## config.mk

```make
export PLATFORM = sky130hd
export DESIGN_NAME = cv32e40p_clock_gate_ctrl
export DESIGN_NICKNAME = d
export VERILOG_FILES = /design/src/rtl/cv32e40p_pkg.sv /design/src/rtl/cv32e40p_clock_gate_ctrl.sv
export SDC_FILE = /design/constraint.sdc
export NUM_CORES = 1
export LEC_CHECK = 0
export BUFFER_PORTS_ARGS = -buffer_cell sky130_fd_sc_hd__buf_2
export CAP_MARGIN = 0
export CELL_PAD_IN_SITES_DETAIL_PLACEMENT = 0
export CELL_PAD_IN_SITES_GLOBAL_PLACEMENT = 1
export CORE_AREA = 8 8 77 79
export CTS_CLUSTER_DIAMETER = 40
export CTS_CLUSTER_SIZE = 24
export DETAILED_ROUTE_END_ITERATION = 12
export DIE_AREA = 0 0 85 87
export PLACE_DENSITY_LB_ADDON = 0.1
export SLEW_MARGIN = 20
export SYNTH_ARGS = -nofsm -noshare
export SYNTH_HDL_FRONTEND = slang
export SYNTH_SLANG_ARGS = --single-unit
```

## constraint.sdc

```tcl
create_clock -name clk_i -period 3.42 [get_ports clk_i]
set_input_delay 0.342 -clock clk_i [delete_from_list [all_inputs] [get_ports clk_i]]
set_output_delay 0.342 -clock clk_i [all_outputs]
set_load 0.1 [all_outputs]
```

## src/rtl/cv32e40p_pkg.sv

```systemverilog
// cv32e40p_pkg: shared types and helpers for the clock gate controller
package cv32e40p_pkg;
  typedef enum logic [1:0] {CC_RUN, CC_HOLDOFF, CC_SLEEP, CC_WAKE} clk_ctrl_state_e;
  // Width of the shared HOLDOFF/WAKE down-counter: wide enough for either load value, at least 1 bit.
  function automatic int unsigned cc_cnt_w(input int unsigned a, input int unsigned b);
    int unsigned w;
    w = ($clog2(a) > $clog2(b)) ? $clog2(a) : $clog2(b);
    return (w < 1) ? 1 : w;
  endfunction
endpackage

```

## src/rtl/cv32e40p_clock_gate_ctrl.sv

```systemverilog
// cv32e40p_clock_gate_ctrl: sleep/wake FSM producing the registered core clock-gate enable
//   clk_i/rst_i              free-running clock, sync active-high reset
//   sleep_req_i, busy_i      sleep request level and activity that blocks gating
//   wake_i, wake_mask_i      wake event levels and per-source enables
//   debug_req_i              unmaskable wake
//   cnt_clr_i                clears sleep_cnt_o
//   en_o, sleeping_o, wake_o gate enable, gated/settling status, return-to-run pulse
//   sleep_cnt_o              saturating gated-cycle counter
module cv32e40p_clock_gate_ctrl
  import cv32e40p_pkg::*;
#(
  parameter int unsigned IDLE_HOLDOFF = 4,
  parameter int unsigned WAKE_DELAY   = 2,
  parameter int unsigned N_WAKE       = 4
) (
  input  logic              clk_i,
  input  logic              rst_i,
  input  logic              sleep_req_i,
  input  logic              busy_i,
  input  logic [N_WAKE-1:0] wake_i,
  input  logic [N_WAKE-1:0] wake_mask_i,
  input  logic              debug_req_i,
  input  logic              cnt_clr_i,
  output logic              en_o,
  output logic              sleeping_o,
  output logic              wake_o,
  output logic [31:0]       sleep_cnt_o
);
  localparam int unsigned CW = cc_cnt_w(IDLE_HOLDOFF, WAKE_DELAY);
  // Load values are one less than the window: the exit happens on the cycle the counter reads zero.
  localparam logic [CW-1:0] HO_LD = (IDLE_HOLDOFF == 0) ? '0 : CW'(IDLE_HOLDOFF - 1);
  localparam logic [CW-1:0] WK_LD = (WAKE_DELAY == 0) ? '0 : CW'(WAKE_DELAY - 1);
  clk_ctrl_state_e r_state, w_state_nx;
  logic [CW-1:0]   r_cnt, w_cnt_nx;
  logic            r_en, r_sleeping, r_wake;
  logic [31:0]     r_sleep_cnt;
  logic            w_wake_pend, w_idle_ok;
  assign w_wake_pend = (|(wake_i & wake_mask_i)) | debug_req_i;
  assign w_idle_ok   = sleep_req_i & ~busy_i & ~w_wake_pend;
  always_comb begin
    w_state_nx = r_state;
    w_cnt_nx   = r_cnt;
    case (r_state)
      CC_RUN: begin
        if (w_idle_ok) begin
          w_state_nx = (IDLE_HOLDOFF == 0) ? CC_SLEEP : CC_HOLDOFF;
          w_cnt_nx   = HO_LD;
        end
      end
      CC_HOLDOFF: begin
        w_state_nx = !w_idle_ok ? CC_RUN : (r_cnt == '0) ? CC_SLEEP : CC_HOLDOFF;
        w_cnt_nx   = r_cnt - CW'(1);
      end
      CC_SLEEP: begin
        if (w_wake_pend) begin
          w_state_nx = (WAKE_DELAY == 0) ? CC_RUN : CC_WAKE;
          w_cnt_nx   = WK_LD;
        end
      end
      CC_WAKE: begin
        w_state_nx = (r_cnt == '0) ? CC_RUN : CC_WAKE;
        w_cnt_nx   = r_cnt - CW'(1);
      end
      default: begin
        w_state_nx = CC_RUN;
        w_cnt_nx   = '0;
      end
    endcase
  end
  // Outputs are registered from the next state so en_o only moves on a rising edge.
  always_ff @(posedge clk_i) begin
    if (rst_i) begin
      r_state     <= CC_RUN;
      r_cnt       <= '0;
      r_en        <= 1'b1;
      r_sleeping  <= 1'b0;
      r_wake      <= 1'b0;
      r_sleep_cnt <= '0;
    end else begin
      r_state     <= w_state_nx;
      r_cnt       <= w_cnt_nx;
      r_en        <= (w_state_nx != CC_SLEEP);
      r_sleeping  <= (w_state_nx == CC_SLEEP) || (w_state_nx == CC_WAKE);
      r_wake      <= ((r_state == CC_SLEEP) || (r_state == CC_WAKE)) && (w_state_nx == CC_RUN);
      r_sleep_cnt <= cnt_clr_i ? '0 : ((r_state == CC_SLEEP) && !(&r_sleep_cnt)) ? r_sleep_cnt + 32'd1 : r_sleep_cnt;
    end
  end
  assign en_o        = r_en;
  assign sleeping_o  = r_sleeping;
  assign wake_o      = r_wake;
  assign sleep_cnt_o = r_sleep_cnt;
endmodule

```

==> flow_summary.toml, run 1 <==
[status]
outcome = "completed"

[clocking]
cts_resized = 0
cts_root_buffer = "clkbuf_8"
insertion_delay_ps = 290
numCtsBuffers = 5
cts_buffer_depth = 2
htreeDepth = 2
cts.sinks = 39
cts_tree = "yes"
cts_hold_buf = 0
post_cts_buffers = 0
clk_pin_slew_worst_paths_ps = 80

[timing]
drv_slew = 0
tns_ps = 0
min_period_ps = 2430
worst_pin_slew_ps = 642
rsz0062_at_grt = "no"
setup_violations = 0
fmax_mhz = 412
worst_slack_ps = 994
hold_violations = 0
period_share_pct = 70.9
finalClockSkew_ps = 6.11
maxSlewHeadroom_pct = 56.8

[floorplan]
rows = 26
dieArea_mm2 = 0.00740
pin_count = 49
coreArea_mm2 = 0.00485
die_x_um = 85
fp.dieH_um = 87
start_util_pct = 38.8

[yosys]
synth-edff-count = 0
avgSynthCellArea_um2 = 8.33
yosys.area.top_type = "dfxtp_1"
ys_ff_latch = 39
yosys.area.top_type_share_pct = 41.5
seq_area_frac_synth_pct = 41.5
yosysUniqueCellTypes = 43
synth_warnings = 0
syn_nets = 242
synth-async-reset-ratio_pct = 0
synthCells = 226
yosys-top-cells-count = "dfxtp_1 (39), a21oi_1 (25), nand2_1 (21)"
synth_flop_cell = "dfxtp_1"
synth_area_leaders = "dfxtp_1 (41%), a21oi_1 (6.6%), or3_1 (6.0%), o21ai_0 (4.5%), nand2_1 (4.2%)"
yosysMostFrequentCell = "dfxtp_1"
syn_area_mm2 = 0.00188

[place]
io_buffers = 48
place_congestion = 0.733
place_area_mm2 = 0.00218
hpwl_um = 3460
dpl.cell_count = 323
post-place-ws_ps = 977

[flow_run]
drv_cap = 0

[global_routing]
antenna_found_initial = 0
grt_first_pass_wirelength_um = 8390
grt_pass1_vias = 1835
grt_overflow = 0
gr-usage-all-layers_pct = 13.7
met3_usage_pct = 3.58
grt_util_met1_pct = 16.3
grt_max_degree = 29
met2_usage_pct = 22.7
grt.busiest_layer = "met2"

[critical_path]
cp.arrival_ps = 2590
crit_type = "reg -> reg"
crit_fanout = 12
cp-start-kind = "flip-flop"
cp-end-kind = "flip-flop"
cp.required_ps = 3580

[route]
num_vias = 1856
drc = 0
wire_per_inst_um = 14.3
wl_um = 4740
routed_via_density = 5.61
first_iter_violations = 82
first_pass_iters = 4
ant_nets = 0

[layout]
final_core_util_pct = 47.7
num_antenna_cells = 0
final_nets = 290
drive_gt1_share_pct = 23.6
syn2layout_area_growth_pct = 22.9
final_cells = 331
fillCellCount = 497
final_area_mm2 = 0.00231

[pwr]
power.share.clock_pct = 48.7
switchingPower_uw = 182
p_int_uw = 757
p_seq_share_pct = 48.6
peakVddDrop_v = 0.000179
power.leakage_nw = 0.855
swShare_pct = 19.4
combPwrFrac_pct = 2.7
power_density_mw_per_mm2 = 406

[min_path]
min_path_type = "in -> reg"
[path summary, 6_finish.rpt]
kind | end | from | slack (ps) | depth (start not counted)
max | sleep_cnt_o[21]$_SDFFE_PP0P_ | sleep_cnt_o[0]$_SDFFE_PP0P_ | 990 | 7
min | r_state[1]$_SDFF_PP0_ | rst_i | 330 | 2
max reg2reg | sleep_cnt_o[21]$_SDFFE_PP0P_ | sleep_cnt_o[0]$_SDFFE_PP0P_ | 990 | 7
min reg2reg | r_cnt[0]$_SDFFE_PP0P_ | r_cnt[0]$_SDFFE_PP0P_ | 470 | 1
[kinds of logic (layout without fill, tap and decap cells)]
logic type,count (synthesis),count (layout),share of synthesized area [%]
AND/OR/NAND/NOR,101,101,30.8
AO/OA/AOI/OAI,63,63,20.1
flip-flops,39,39,41.5
buffers and inverters,14,63,2.99
XOR/XNOR,6,6,2.79
adder cells (fa/ha/maj),2,2,1.33
multiplexers,1,1,0.532
[layout make-up]
type,count,area [µm²],area share (%)
Multi-Input combinational cell,173,1050,45.5
Sequential cell,39,781,33.7
Timing Repair Buffer,51,263,11.4
Clock buffer,6,72.6,3.14
Tap cell,56,70.1,3.03
Clock inverter,2,60.1,2.60
Inverter,4,15.0,0.649
[placed cells by master (no fill, tap or decap), types with 3 or more instances in the layout]
cell type	Yosys	layout
a211oi_1	3	3
a21oi_1	25	25
and2_1	4	4
and3_1	3	3
and4_1	4	4
buf_2	3	48
buf_4	0	3
clkbuf_8	0	5
dfxtp_1	39	39
inv_1	4	4
nand2_1	21	21
nand3_1	10	10
nand4_1	8	8
nor2_1	12	12
nor4_1	3	3
o211ai_1	3	3
o21ai_0	17	17
o31ai_1	5	5
or3_1	18	18
or4_1	5	5
xor2_1	4	4
[stage by stage]
stage               total power [mW]  hold WS, ps
detailed placement             0.492          454
global placement               0.492          464
finish                         0.939          328
global route                   0.972          347
CTS                            0.954          313
floorplan                      0.481          437
[registers in the layout (all words and copies together), names as in the netlist]
register and count:
r_cnt 2, wake_o 1, sleeping_o 1, r_state 2
sleep_cnt_o 32, en_o 1
[critical path: stages, from the launching register on]
cell	delay (ps)
dfxtp_1	410
ha_1	220
nand4_1	240
or3_4	430
o311ai_2	540
buf_4	280
or3_1	120
a21oi_1	60
[power by group through the flow]
stage	sequential (mW)	clock, mW	combinational (mW)
floorplan	0.466	0	0.0149
global placement	0.467	0	0.0256
detailed placement	0.467	0	0.0258
CTS	0.456	0.472	0.0258
global route	0.456	0.487	0.0288
finish	0.456	0.457	0.0253
[layer usage]
| metal | wire, µm | up-vias | share of wire (%) |
|---|---|---|---|
| li1 | - | 947 | - |
| met1 | 2250 | 867 | 48 |
| met2 | 2210 | 35 | 47 |
| met3 | 206 | 7 | 4.3 |
| met4 | 74 | 0 | 1.6 |
| met5 | 0 | - | 0 |
Power figures use the tool's default switching activity.
==> run 2: changes to the inputs <==
- CORE_AREA: 8 8 77 79 -> 8 8 84 86
- DIE_AREA: 0 0 85 87 -> 0 0 92 94
- clock period: 3.42 -> 2 ns (I/O delays scaled with it)
==> run 2 against run 1 <==
Routed wire length up 11%; maximum frequency up 23%; clock-buffer cell count is 2 higher; clock power rose by 28%; highest routed layer unchanged; largest cell class unchanged; sequential cell count stayed put; first-iteration DRC count is 17% lower; via count grew 4.6%; non-clock buffer count rose by 22.
==> flow_summary.toml, run 2 (synthesized netlist as in run 1, its figures left out) <==
[status]
outcome = "completed"

[clocking]
insertion_delay_ps = 290
clk_pin_slew_worst_paths_ps = 70
numCtsBuffers = 5
cts_root_buffer = "clkbuf_8"
htreeDepth = 2
cts.sinks = 39
cts_tree = "yes"
cts_buffer_depth = 2

[timing]
maxSlewHeadroom_pct = 65.9
worst_pin_slew_ps = 509
rsz0062_at_grt = "yes"
drv_slew = 0
setup_violations = 0
finalClockSkew_ps = 5.78
fmax_mhz = 508
period_share_pct = 98.5
min_period_ps = 1970
hold_violations = 0
tns_ps = 0
whs_ps = 199

[route]
first_iter_violations = 68
first_pass_iters = 4
drc = 0
wl_um = 5240
ant_nets = 0
wire_per_inst_um = 14.1
num_vias = 1942
routed_via_density = 5.22

[layout]
syn2layout_area_growth_pct = 37.1
final_nets = 312
layout_common_cells = "buf_2 (49), buf_4 (24), a21oi_1 (23), nand2_1 (21), dfxtp_2 (19)"
num_antenna_cells = 0
final_cells = 372
final_common_cell = "buf_2"
drive_gt1_share_pct = 41.8
final_area_mm2 = 0.00258
largest_reg_flops = 32

[critical_path]
cp.arrival_ps = 2190
crit_top_cell = "or3_4"
cp-start-kind = "flip-flop"
cp-end-kind = "flip-flop"
cp.required_ps = 2220
cpPeakStageDelay_ps = 510
path_cells = "ha_4 > nand4_1 > or3_4 > or4b_4 > or3_4 > a21oi_2"
critPathTopFamily = "simple AND/OR/NAND/NOR gates"
path_buf_inv = 0
critPathSlowestCell = "or4b_4"
crit_type = "reg -> reg"
crit_fanout = 4

[pwr]
power.leakage_nw = 0.968
swShare_pct = 21.6
p_int_mw = 1.10
power.share.clock_pct = 42.0
fin_total_pwr_mw = 1.40
combPwrFrac_pct = 3.5
peakVddDrop_v = 0.000308
power_density_mw_per_mm2 = 541
p_seq_share_pct = 54.5
switchingPower_uw = 301

[floorplan]
coreArea_mm2 = 0.00575
rows = 28
dieArea_mm2 = 0.00865
start_util_pct = 32.8
die_x_um = 92
fp.dieH_um = 94
pin_count = 49

[place]
dpl.cell_count = 362
place_congestion = 0.696
io_buffers = 48
hpwl_um = 3900
place_area_mm2 = 0.00244

[global_routing]
grt_overflow = 0
grt_max_degree = 17
grt_first_pass_wirelength_um = 8660
antenna_found_initial = 0
grt_pass1_vias = 1824
gr-usage-all-layers_pct = 12.1

[min_path]
min_path_type = "in -> reg"

[flow_run]
drv_cap = 0
## run 2: cell types whose count changed in the layout (fill, tap and decap cells not counted), moves of 2 or more
cell and change:
o21ai_0 -2, a21oi_2 +2, dfxtp_2 +19, buf_4 +21
o21ai_1 +2, bufinv_16 -2, dfxtp_1 -32, dfxtp_4 +13
a21oi_1 -2, clkbuf_8 +2
## run 2: cell type report
type                       instances  area (µm²)
timing repair buffer              73         425
sequential                        39         853
fill                             617        3170
clock buffer                       8         100
multi-input combinational        173        1090
inverter                           4        15.0
tap                               75        93.8
## run 2: final timing paths
| kind | cells after the start | to | slack [ps] | start |
|---|---|---|---|---|
| setup reg to reg | 6 | sleep_cnt_o[28]$_SDFFE_PP0P_ | 30 | sleep_cnt_o[0]$_SDFFE_PP0P_ |
| hold / removal | 2 | sleeping_o$_SDFF_PP0_ | 200 | rst_i |
| setup / recovery | 6 | sleep_cnt_o[28]$_SDFFE_PP0P_ | 30 | sleep_cnt_o[0]$_SDFFE_PP0P_ |
| hold reg to reg | 1 | r_cnt[0]$_SDFFE_PP0P_ | 470 | r_cnt[0]$_SDFFE_PP0P_ |
## run 2: what timing repair did
item / in CTS / in global routing
hold buffers: 0 / 0
setup endpoints to repair: 2 / 3
pin swaps: 4 / 1
gates resized for setup: 0 / 7
gates cloned: 0 / 1
buffers inserted: 1 / 0
## run 2: routing by layer
layer	global-route usage, %	wire (µm)	up-vias
met4	3.62	53	0
met5	0	0	-
li1	-	-	986
met2	20.3	2510	43
met1	14.7	2420	907
met3	3.44	263	6
## run 2: power by group through the flow
stage               registers, mW  clock network (mW)  logic [mW]
finish                      0.761               0.587      0.0485
detailed placement          0.779                   0      0.0487
floorplan                   0.780                   0      0.0255
global route                0.761               0.644      0.0545
CTS                         0.761               0.614      0.0491
global placement            0.779                   0      0.0485
## run 2: worst reg2reg max path: cells and delay by family (launching register included)
| family | cells | cell delay (ps) |
|---|---|---|
| simple gates | 4 | 1290 |
| compound gates | 1 | 120 |
| flops | 1 | 360 |
| fa+ha+maj | 1 | 130 |
## run 2: through the flow
| step | utilization, % | setup slack [ps] |
|---|---|---|
| after CTS | 44.3 | 8.84 |
| after global routing | 44.9 | -66.0 |
| final | 44.9 | 30.6 |
| after floorplan | - | -342 |
| after global placement | 42.5 | 44.0 |
| after detailed placement | 42.5 | 10.3 |
